<file path="config.mk">
export PLATFORM = sky130hd
export DESIGN_NAME = debounced_updown_counter
export DESIGN_NICKNAME = d
export VERILOG_FILES = /design/src/rtl/debounced_updown_counter.sv
export SDC_FILE = /design/constraint.sdc
export NUM_CORES = 1
export LEC_CHECK = 0
export ABC_AREA = 1
export ABC_CLOCK_PERIOD_IN_PS = 1800
export CELL_PAD_IN_SITES_DETAIL_PLACEMENT = 0
export CELL_PAD_IN_SITES_GLOBAL_PLACEMENT = 1
export CORE_MARGIN = 2
export CORE_UTILIZATION = 42
export CTS_BUF_LIST = sky130_fd_sc_hd__clkbuf_4 sky130_fd_sc_hd__clkbuf_8 sky130_fd_sc_hd__clkbuf_16
export DETAILED_ROUTE_END_ITERATION = 10
export GPL_TIMING_DRIVEN = 0
export MAX_ROUTING_LAYER = met4
export PLACE_DENSITY_LB_ADDON = 0.1
export REMOVE_ABC_BUFFERS = 1
export SYNTH_ARGS = -nofsm -noshare
export SYNTH_HDL_FRONTEND = slang
export SYNTH_SLANG_ARGS = --single-unit
</file>
<file path="constraint.sdc">
create_clock -name clk -period 1.8 [get_ports clk]
set_input_delay 0.36 -clock clk [delete_from_list [all_inputs] [get_ports clk]]
set_output_delay 0.36 -clock clk [all_outputs]
set_load 0.02 [all_outputs]
</file>
<file path="src/rtl/debounced_updown_counter.sv">
// Debounced pushbutton up/down counter.
// Raw button and direction switch are synchronised, the button is debounced
// by a four-state FSM, and each accepted press moves the count by one step,
// either wrapping modulo MAX_VALUE+1 or clamping at 0 / MAX_VALUE.
module debounced_updown_counter #(
    parameter int unsigned WIDTH           = 16,
    parameter int unsigned DEBOUNCE_CYCLES = 1000000,
    parameter int unsigned MAX_VALUE       = 2**WIDTH-1,
    parameter bit          SATURATE        = 1'b0
) (
    input  logic             clk,
    input  logic             resetN,
    input  logic             pushButton,
    input  logic             slideSwitch,
    input  logic             clear,
    output logic [WIDTH-1:0] LEDS,
    output logic             stepPulse,
    output logic             limitPulse
);

    localparam int unsigned CntW = (DEBOUNCE_CYCLES > 1) ? $clog2(DEBOUNCE_CYCLES) : 1;
    localparam logic [CntW-1:0]  CntLast = CntW'(DEBOUNCE_CYCLES - 1);
    localparam logic [WIDTH-1:0] MaxVal  = WIDTH'(MAX_VALUE);
    localparam logic [WIDTH-1:0] OneVal  = WIDTH'(1);

    typedef enum logic [1:0] {
        STABLE_LOW,
        CHECK_HIGH,
        STABLE_HIGH,
        CHECK_LOW
    } dbState_t;

    logic [1:0]       btnSync_q;
    logic [1:0]       dirSync_q;
    logic             btnS;
    logic             dirS;

    dbState_t         state_q;
    logic [CntW-1:0]  dbCnt_q;
    logic             stepReq_q;

    logic [WIDTH-1:0] count_q, count_d;
    logic             stepPulse_q, stepPulse_d;
    logic             limitPulse_q, limitPulse_d;

    assign btnS = btnSync_q[1];
    assign dirS = dirSync_q[1];

    // Two-flop synchronisers bring the raw button and switch into the clk domain.
    always_ff @(posedge clk or negedge resetN) begin
        if (!resetN) begin
            btnSync_q <= 2'b00;
            dirSync_q <= 2'b00;
        end else begin
            btnSync_q <= {btnSync_q[0], pushButton};
            dirSync_q <= {dirSync_q[0], slideSwitch};
        end
    end

    // Debounce FSM: a new level must persist before it is accepted; only a rising acceptance requests a step.
    always_ff @(posedge clk or negedge resetN) begin
        if (!resetN) begin
            state_q   <= STABLE_LOW;
            dbCnt_q   <= '0;
            stepReq_q <= 1'b0;
        end else begin
            stepReq_q <= 1'b0;
            case (state_q)
                STABLE_LOW: begin
                    dbCnt_q <= '0;
                    if (btnS) begin
                        state_q <= CHECK_HIGH;
                    end
                end
                CHECK_HIGH: begin
                    if (!btnS) begin
                        state_q <= STABLE_LOW;
                        dbCnt_q <= '0;
                    end else if (dbCnt_q == CntLast) begin
                        state_q   <= STABLE_HIGH;
                        dbCnt_q   <= '0;
                        stepReq_q <= 1'b1;
                    end else begin
                        dbCnt_q <= dbCnt_q + CntW'(1);
                    end
                end
                STABLE_HIGH: begin
                    dbCnt_q <= '0;
                    if (!btnS) begin
                        state_q <= CHECK_LOW;
                    end
                end
                CHECK_LOW: begin
                    if (btnS) begin
                        state_q <= STABLE_HIGH;
                        dbCnt_q <= '0;
                    end else if (dbCnt_q == CntLast) begin
                        state_q <= STABLE_LOW;
                        dbCnt_q <= '0;
                    end else begin
                        dbCnt_q <= dbCnt_q + CntW'(1);
                    end
                end
                default: begin
                    state_q <= STABLE_LOW;
                    dbCnt_q <= '0;
                end
            endcase
        end
    end

    // Next count and strobes: clear wins over a pending step; bounds are compared explicitly.
    always_comb begin
        count_d      = count_q;
        stepPulse_d  = 1'b0;
        limitPulse_d = 1'b0;
        if (clear) begin
            count_d = '0;
        end else if (stepReq_q) begin
            stepPulse_d = 1'b1;
            if (dirS) begin
                if (count_q >= MaxVal) begin
                    limitPulse_d = 1'b1;
                    count_d      = SATURATE ? MaxVal : '0;
                end else begin
                    count_d = count_q + OneVal;
                end
            end else begin
                if (count_q == '0) begin
                    limitPulse_d = 1'b1;
                    count_d      = SATURATE ? '0 : MaxVal;
                end else begin
                    count_d = count_q - OneVal;
                end
            end
        end
    end

    // Count and strobe registers feeding the LED bank and downstream logic.
    always_ff @(posedge clk or negedge resetN) begin
        if (!resetN) begin
            count_q      <= '0;
            stepPulse_q  <= 1'b0;
            limitPulse_q <= 1'b0;
        end else begin
            count_q      <= count_d;
            stepPulse_q  <= stepPulse_d;
            limitPulse_q <= limitPulse_d;
        end
    end

    assign LEDS       = count_q;
    assign stepPulse  = stepPulse_q;
    assign limitPulse = limitPulse_q;

endmodule

</file>
==> results.md <==
* Run status: finished clean
* DRC violations left at 0
* Critical path's slowest cell: clkdlybuf4s50_1
* CP Class: flip-flop to output port
* Post-synthesis adder-cell area fraction at 0.0167
* Final critical-path share of the clock period at 0.980
* # IOs at 23
* Met3 WL at 198 µm
* Clock Skew at 13.4 ps
* Clock latency on the worst-skew pair at approximately 320 ps
* Sw Ratio at 0.271
* Share of cells above drive strength 1 at 0.120
* Commonest non-fill, non-tap cells in the layout: nand2_1 (109), nor2_1 (76), inv_1 (44), nand3_1 (44), dfrtp_1 (35)
* Maximum buffer depth of the clock tree at 2
* CTS tree: yes
* Via density at slightly above 5
* Sequential fraction of the synthesis area at 0.376
* Synth Area in Compound Gates at 0.0669
* Setup WS post-layout at approximately 36 ps
* Number of hold violations in the final report at 0
* Worst Path Required at 1440 ps
* Comb pwr share at 0.046
* Slew Limit Fails at 0
* WL met1 at 3.37 mm
* Total grt overflow at 0
* Wire length on met2 at 4.01 mm
* Family with the most delay on the worst path: buffers and inverters
* Clock sinks at 45
* Critical path cell sequence: clkdlybuf4s50_1
* Max Clk Rate at 567 MHz
* Routed wire length at 7.68 mm
* Simple-Gate Fraction of Synth Area at 0.415
* Commonest non-fill, non-tap cell in the layout: nand2_1
* Critical Path Source Type: flip-flop
* Power Density at 525 nW/µm²
* Initial Util at 0.438
* Area Overhead vs Synth at 16.9%
* Post-Syn Area per Cell at 6.96 µm²
* Yosys warnings at 0
* Total track usage at 0.219
* CTS Buf Count at 5
* Global-route wire length before repair at roughly 13 mm
* Seq pwr share at 0.560
* Ant. Diodes at 0
* Max Cap Viol at 0
* Largest family of logic cells by synthesized area: simple AND/OR/NAND/NOR gates
* Antenna Nets Post-Route at 0
* Final #Nets at 466
* Mapped Cells at 430
* Synth unique cells at 36
* Vias in the first global route at approximately 2600
* Slew HR at 0.580
* Initial antenna violation count at 0
* Root Buffer: clkbuf_8
* H-tree levels at 2
* Xor/xnor share of the synthesized area at 0.0439
* CP max FO at 6
* Core area at 6830 µm²
* Worst hold path type: flip-flop to flip-flop
* Internal at 0.00134 W
* Final setup fails at 0
* Filler cell count at 724
* Area of the die at 7820 µm²
* R2r setup slk at 110 ps
* Final min period at 1760 ps
* Pre-CTS setup slack at -478 ps
* Via count at approximately 2800
* Cell Area, Synth at 2990 µm²
* Number of port buffers at 22
* Switching power at 0.000498 W
* First-pass DRT Iterations at 5
* Number of synthesized register bits at 45
* Critical path capture point type: output port
* Clk pwr share at 0.394
* Core Rows at 30
* HPWL after DPL at 5.49 mm
* WL per Instance at 13.9 µm
* Top Metal Used: met4
* Chip width at 88.4 µm
* Worst-path clk slew at 100 ps
* Largest net degree at the start of global routing at 31
* Placer Congestion at 0.840
* Worst Path Buf+Inv at 1
* VDD IR-drop max at about 0.31 mV
* Worst-margin pin slew at 630 ps
* Max incr delay on CP at 630 ps
* 1st-iter DRT viols at 169
* Worst endpoint data arrival time at ~1400 ps
* Pwr Total at 0.00184 W
* Static Leak at 1.77 nW
* Post-synthesis mux area share at 0
* Die H at 88.4 µm
-- layout make-up --
type | instances | area (µm²) | share of cell area
timing repair buffer | 32 | 320 | 0.0915
inverter | 46 | 176 | 0.0504
sequential | 45 | 1140 | 0.325
clock buffer | 5 | 68.8 | 0.0197
multi-input combinational | 327 | 1650 | 0.471
clock inverter | 3 | 28.8 | 0.00822
tap | 96 | 120 | 0.0343
-- cell families after synthesis --
logic type / after synthesis
AOI/OAI and AO/OA: 35
xor gates and xnor gates: 15
adders and majority gates: 4
buffers and inverters: 58
DFF: 45
and+or+nand+nor: 273
-- cells in the mapped netlist --
master | number | area share
and3_1 | 1 | 0.0021
nor3_1 | 6 | 0.010
a211oi_1 | 1 | 0.0025
nor3b_1 | 2 | 0.0050
nand2_2 | 2 | 0.0042
o211a_1 | 1 | 0.0033
nor2_2 | 3 | 0.0063
buf_2 | 8 | 0.013
o21ai_0 | 10 | 0.017
o21ai_2 | 1 | 0.0029
o22ai_1 | 2 | 0.0042
nand2_4 | 1 | 0.0038
nand4_4 | 1 | 0.0071
o31ai_1 | 1 | 0.0025
o21bai_1 | 1 | 0.0025
buf_6 | 2 | 0.0075
inv_1 | 45 | 0.056
a21oi_1 | 6 | 0.010
nor2_4 | 7 | 0.026
nor3_2 | 1 | 0.0033
o211ai_1 | 1 | 0.0025
ha_1 | 4 | 0.017
o21ai_1 | 10 | 0.017
nand4_1 | 11 | 0.023
nor2_1 | 78 | 0.098
nand3_2 | 1 | 0.0033
xnor2_1 | 7 | 0.020
dfrtp_1 | 45 | 0.38
clkbuf_1 | 2 | 0.0025
and2_1 | 1 | 0.0021
xor2_1 | 8 | 0.023
a41oi_1 | 1 | 0.0029
nor3_4 | 1 | 0.0054
nand3_1 | 44 | 0.074
inv_2 | 1 | 0.0013
nand2_1 | 113 | 0.14
-- power by group through the flow --
stage	sequential, W	clock, W	combinational [W]
after detailed placement	0.00105	0	0.0000785
final	0.00103	0.000725	0.0000849
after CTS	0.00103	0.000752	0.0000821
after floorplan	0.00104	0	0.0000314
after global routing	0.00103	0.000790	0.0000974
after global placement	0.00105	0	0.0000729
-- through the flow --
step / setup TNS [ps] / area, µm² / utilization / hold WS (ps) / std cells
after floorplan: 0 / 2920 / - / 64.4 / 418
after CTS: 0 / 3410 / 0.499 / 360 / 546
final: 0 / 3500 / 0.512 / 358 / 554
after detailed placement: -5590 / 3280 / 0.480 / 332 / 537
after global placement: -48360 / 3260 / 0.478 / 333 / 536
after global routing: -31.0 / 3500 / 0.512 / 371 / 554
-- per-layer routing --
layer,track usage,vias up
li1,-,1420
met1,0.263,1331
met2,0.388,41
met3,0.0280,9
met4,0.0592,0
met5,-,-
-- path summary, 6_finish.rpt --
path,startpoint,to,depth (start not counted)
max,LEDS[4],LEDS[4],1
min in group asynchronous,resetN,stepPulse,2
max reg2reg,LEDS[0],LEDS[14],8
max in group asynchronous,resetN,LEDS[10],3
min reg2reg,btnSync_q[0],btnSync_q[1],0
min,btnSync_q[0],btnSync_q[1],0
-- state kept, by name, indices dropped and copies added (netlist names), named ones only --
register    count
limitPulse      1
stepReq_q       1
dbCnt_q        20
state_q         1
LEDS           16
stepPulse       1
dirSync_q       2
btnSync_q       2
-- repair_timing --
action | in CTS | in global routing
endpoints found under the setup margin | 31 | 28
buffers inserted | 0 | 8
gates resized for setup | 18 | 13
hold buffers | 1 | 0
hold endpoints to repair | 15 | 0
pin swaps | 0 | 2
Power figures use the tool's default switching activity.
